--- config.mk ---
export PLATFORM = sky130hd
export DESIGN_NAME = conv_accum_ctrl
export DESIGN_NICKNAME = d
export VERILOG_FILES = /design/src/rtl/conv_accum_ctrl.sv
export SDC_FILE = /design/constraint.sdc
export NUM_CORES = 1
export LEC_CHECK = 0
export CORE_ASPECT_RATIO = 0.75
export CORE_MARGIN = 2
export CORE_UTILIZATION = 36
export CTS_CLUSTER_SIZE = 24
export DETAILED_ROUTE_END_ITERATION = 16
export HOLD_SLACK_MARGIN = 0.08
export PLACE_DENSITY_LB_ADDON = 0.2
export SLEW_MARGIN = 10
export SYNTH_ARGS = -nofsm -noshare
export SYNTH_HDL_FRONTEND = slang
export SYNTH_SLANG_ARGS = --single-unit
--- constraint.sdc ---
create_clock -name i_clk -period 2.6 [get_ports i_clk]
set_input_delay 0.39 -clock i_clk [delete_from_list [all_inputs] [get_ports i_clk]]
set_output_delay 0.39 -clock i_clk [all_outputs]
set_load 0.01 [all_outputs]
--- src/rtl/conv_accum_ctrl.sv ---
// rtl/conv_accum_ctrl.sv - multi-pass adder-tree sequencer with saturating accumulator
// Optional macro ACC_BIAS_EN adds i_bias, loaded into the accumulator at start.
module conv_accum_ctrl #(
    parameter int SUM_W  = 8,
    parameter int ACC_W  = 16,
    parameter int PASS_W = 4
) (
    input  logic              i_clk,
    input  logic              i_rst_n,
    input  logic              i_start,
    input  logic [PASS_W-1:0] i_num_passes,
`ifdef ACC_BIAS_EN
    input  logic [ACC_W-1:0]  i_bias,
`endif
    output logic              o_busy,
    input  logic              i_in_valid,
    output logic              o_in_ready,
    output logic              o_add_en,
    input  logic [SUM_W-1:0]  i_add_sum,
    output logic              o_out_valid,
    input  logic              i_out_ready,
    output logic [ACC_W-1:0]  o_out_data,
    output logic              o_sat
);

    typedef enum logic [1:0] {
        S_IDLE,
        S_ISSUE,
        S_CAPTURE,
        S_DONE
    } state_t;

    state_t            r_state;
    logic [PASS_W-1:0] r_npass;
    logic [PASS_W-1:0] r_cnt;
    logic [ACC_W-1:0]  r_acc;
    logic              r_sat;
    logic              r_busy;
    logic              r_in_ready;
    logic              r_out_valid;

    logic [ACC_W-1:0]  w_init_acc;
    logic [ACC_W:0]    w_sum;
    logic [PASS_W-1:0] w_cnt_next;
    logic              w_last;

`ifdef ACC_BIAS_EN
    assign w_init_acc = i_bias;
`else
    assign w_init_acc = '0;
`endif

    // One extra bit catches the carry that triggers the clamp.
    assign w_sum      = {1'b0, r_acc} + (ACC_W + 1)'(i_add_sum);
    assign w_cnt_next = r_cnt + 1'b1;
    assign w_last     = (w_cnt_next == r_npass);

    always_ff @(posedge i_clk or negedge i_rst_n) begin
        if (!i_rst_n) begin
            r_state     <= S_IDLE;
            r_npass     <= '0;
            r_cnt       <= '0;
            r_acc       <= '0;
            r_sat       <= 1'b0;
            r_busy      <= 1'b0;
            r_in_ready  <= 1'b0;
            r_out_valid <= 1'b0;
        end else begin
            case (r_state)
                S_IDLE: begin
                    if (i_start) begin
                        r_npass <= i_num_passes;
                        r_acc   <= w_init_acc;
                        r_cnt   <= '0;
                        r_sat   <= 1'b0;
                        r_busy  <= 1'b1;
                        if (i_num_passes == '0) begin
                            r_state     <= S_DONE;
                            r_out_valid <= 1'b1;
                        end else begin
                            r_state    <= S_ISSUE;
                            r_in_ready <= 1'b1;
                        end
                    end
                end
                S_ISSUE: begin
                    if (i_in_valid) begin
                        r_state    <= S_CAPTURE;
                        r_in_ready <= 1'b0;
                    end
                end
                // The adder clears add_sum on the next edge, so this is the only sample point.
                S_CAPTURE: begin
                    if (w_sum[ACC_W]) begin
                        r_acc <= '1;
                        r_sat <= 1'b1;
                    end else begin
                        r_acc <= w_sum[ACC_W-1:0];
                    end
                    r_cnt <= w_cnt_next;
                    if (w_last) begin
                        r_state     <= S_DONE;
                        r_out_valid <= 1'b1;
                    end else begin
                        r_state    <= S_ISSUE;
                        r_in_ready <= 1'b1;
                    end
                end
                S_DONE: begin
                    if (i_out_ready) begin
                        r_state     <= S_IDLE;
                        r_out_valid <= 1'b0;
                        r_busy      <= 1'b0;
                    end
                end
                default: begin
                    r_state     <= S_IDLE;
                    r_busy      <= 1'b0;
                    r_in_ready  <= 1'b0;
                    r_out_valid <= 1'b0;
                end
            endcase
        end
    end

    assign o_busy      = r_busy;
    assign o_in_ready  = r_in_ready;
    assign o_add_en    = i_in_valid & r_in_ready;
    assign o_out_valid = r_out_valid;
    assign o_out_data  = r_acc;
    assign o_sat       = r_sat;

endmodule

==> results_dict.tcl <==
set metrics [dict create \
    p_leak_nw 1.20 \
    placedCellCount 331 \
    die-height_um 67.8 \
    drv_cap 0 \
    design_area_um2 2580 \
    grt_pass1_vias 1593 \
    fmax_mhz 417 \
    yosysWarnings 0 \
    async_reset_ff_frac 1.00 \
    grt_pass1_wl_mm 7.68 \
    placementRows 23 \
    finalSetupViolCount 0 \
    root_buffer "clkbuf_8" \
    ys.flop_type "dfrtp_1" \
    hold_buffers 0 \
    hpwl_mm 3.41 \
    nets 294 \
    final_hold_viol_count 0 \
    fillers 526 \
    start_util 0.369 \
    drcViolationCount 0 \
    numCtsBuffers 5 \
    cts_resized 0 \
    antenna_cells 0 \
    crit_path_end_kind "flip-flop" \
    cp_max_fo 2 \
    cts_setup_buffers 0 \
    io_pins 38 \
    die_area_um2 6040 \
    synth_nets 243 \
    period_share 0.921 \
    syn_avg_cell_area_um2 9.21 \
    grt_max_degree 31 \
    drive_above_1_share 0.121 \
    overflow 0 \
    vdd_ir_drop_max_uv 326 \
    seq_area_um2 751 \
    die_w_um 89.1 \
    antenna_found_initial 0 \
    fin_cells 339 \
    path_clk_slew_ns 0.07 \
    ys_seq_area_frac 0.384 \
    drtIter0Drc 99 \
    routedWlPerCell_um 13.4 \
    area_delta_synth_final_pct 32.3 \
    synth.distinct_cells 48 \
    max_slew.worst_pin.slew_ns 0.457 \
    status "finished clean" \
    finalCriticalPeriod_ns 2.40 \
    fin_worst_skew_ns 0.00411 \
    via_per_inst 5.03 \
    vias 1705 \
    cts_tree "built" \
    postRouteWirelength_mm 4.55 \
    dr.pass1.iters 4 \
    dpl_cell_area_um2 2490 \
    syn_area_um2 1950 \
    synthCells 212 \
    synth_edf_count 0 \
    clockBufferDepth 2 \
    rsz0062_at_grt "no" \
    place_congestion 0.765 \
    relSlewSlack 0.693 \
    r2r_start "o_out_data[0]" \
    synth-seq-cells 30 \
    hold_path_class "reg -> reg" \
    htreeDepth 2 \
    slew_viol_final 0 \
    cp.required_ns 2.77 \
    crit_path_start "i_add_sum[0]" \
    p_per_area_nw_per_um2 891 \
    worstSkewPairLatency_ns 0.28 \
    critPathKind "in -> reg" \
    port_buffers 37 \
    min-delay-start "o_out_valid" \
    multiInputGateArea_um2 1150 \
    track_usage 0.169 \
    coreArea_um2 5300 \
    cts.sinks 30 \
    arrival_ns 2.56 \
    ant_nets 0 \
    worstSetupStartpointType "input port" \
]
[registers in the layout (all words and copies together) (netlist names)]
name / cells
o_out_data: 16
r_cnt: 4
r_npass: 4
r_state: 2
o_busy: 1
o_in_ready: 1
o_out_valid: 1
o_sat: 1
[synth_stat cells, types with 5 or more instances]
library cell,instances,area [µm²]
nand3_1,6,30.0
and3_1,5,31.3
nand2_1,31,116
a21oi_1,13,65.1
nor2_1,10,37.5
dfrtp_1,30,751
ha_1,13,163
xor2_1,7,61.3
o21ai_0,20,100
inv_1,6,22.5
[critical path: stages]
cell             delay, ns
clkdlybuf4s50_1       0.40
ha_1                  0.23
fa_1                  0.42
a211oi_1              0.38
o21ai_0               0.18
a21boi_0              0.24
mux2i_1               0.24
a211oi_1              0.09
[cell type report]
type,instances,share of cell area
inverters,6,0.00872
multi-input cells,169,0.445
flip-flops and latches,30,0.291
well taps,75,0.0363
repair buffers,51,0.184
clock inverters,1,0.00194
clock buffers,7,0.0334
[metrics by stage]
step	TNS, ns	setup WS, ns	power, mW	utilization	hold slack, ns
2_1_floorplan	0	0.479	1.46	-	0.0944
3_3_place_gp	-0.0733	-0.0417	1.91	0.471	0.476
3_5_place_dp	-0.321	-0.0894	1.92	0.471	0.484
4_1_cts	0	0.207	2.32	0.488	0.498
5_1_grt	0	0.0355	2.51	0.488	0.532
6_report	0	0.204	2.30	0.488	0.490
[kinds of logic after synthesis]
group / after synthesis / share of synthesized area
adders and majority gates: 14 / 0.0935
xor gates and xnor gates: 12 / 0.0609
AOI/OAI and AO/OA: 63 / 0.209
muxes: 6 / 0.0359
and+or+nand+nor: 74 / 0.189
DFF: 30 / 0.384
buffers and inverters: 13 / 0.0269
[placed cells by master (no fill, tap or decap), types with 2 or more instances in the layout]
cell type,n
xnor2_1,4
ha_1,13
and2_1,4
o21ai_0,20
nor2b_1,2
nor4_1,2
nand2b_1,3
nand3_1,6
a31oi_1,4
a22o_1,2
nand4_1,2
o22ai_1,2
nand2_1,31
mux2_2,4
and3_1,5
xor2_1,7
clkdlybuf4s50_1,37
nor2_1,10
dfrtp_1,30
clkbuf_8,6
a21oi_1,13
nor3_1,3
o21ai_1,2
a211oi_1,2
inv_1,6
a21o_1,3
buf_4,14
o211ai_1,4
[metal layers]
metal,track usage,share of wire,vias to the layer above
met2,0.233,0.40,38
met3,0.0379,0.045,9
met5,0,0,-
met1,0.258,0.54,784
met4,0.0560,0.012,0
li1,-,-,874
[power breakdown]
part / leakage [nW] / total (mW) / internal [mW] / switching, mW
clock network: 0.0482 / 0.391 / 0.213 / 0.177
logic: 0.764 / 1.20 / 0.579 / 0.624
registers: 0.390 / 0.708 / 0.600 / 0.108
total: 1.20 / 2.30 / 1.39 / 0.910
[path summary, 6_finish.rpt]
check	to	slack, ns	cells after the start
worst max-delay path	o_out_data[8]	0.20	8
worst min-delay path	o_out_valid	0.49	2
worst max register to register	o_out_data[8]	0.31	7
worst min register to register	o_out_valid	0.49	2
max in group asynchronous	o_out_data[6]	1.80	2
min in group asynchronous	o_out_data[9]	0.51	2
No activity file was read; power rests on OpenSTA's default activity.
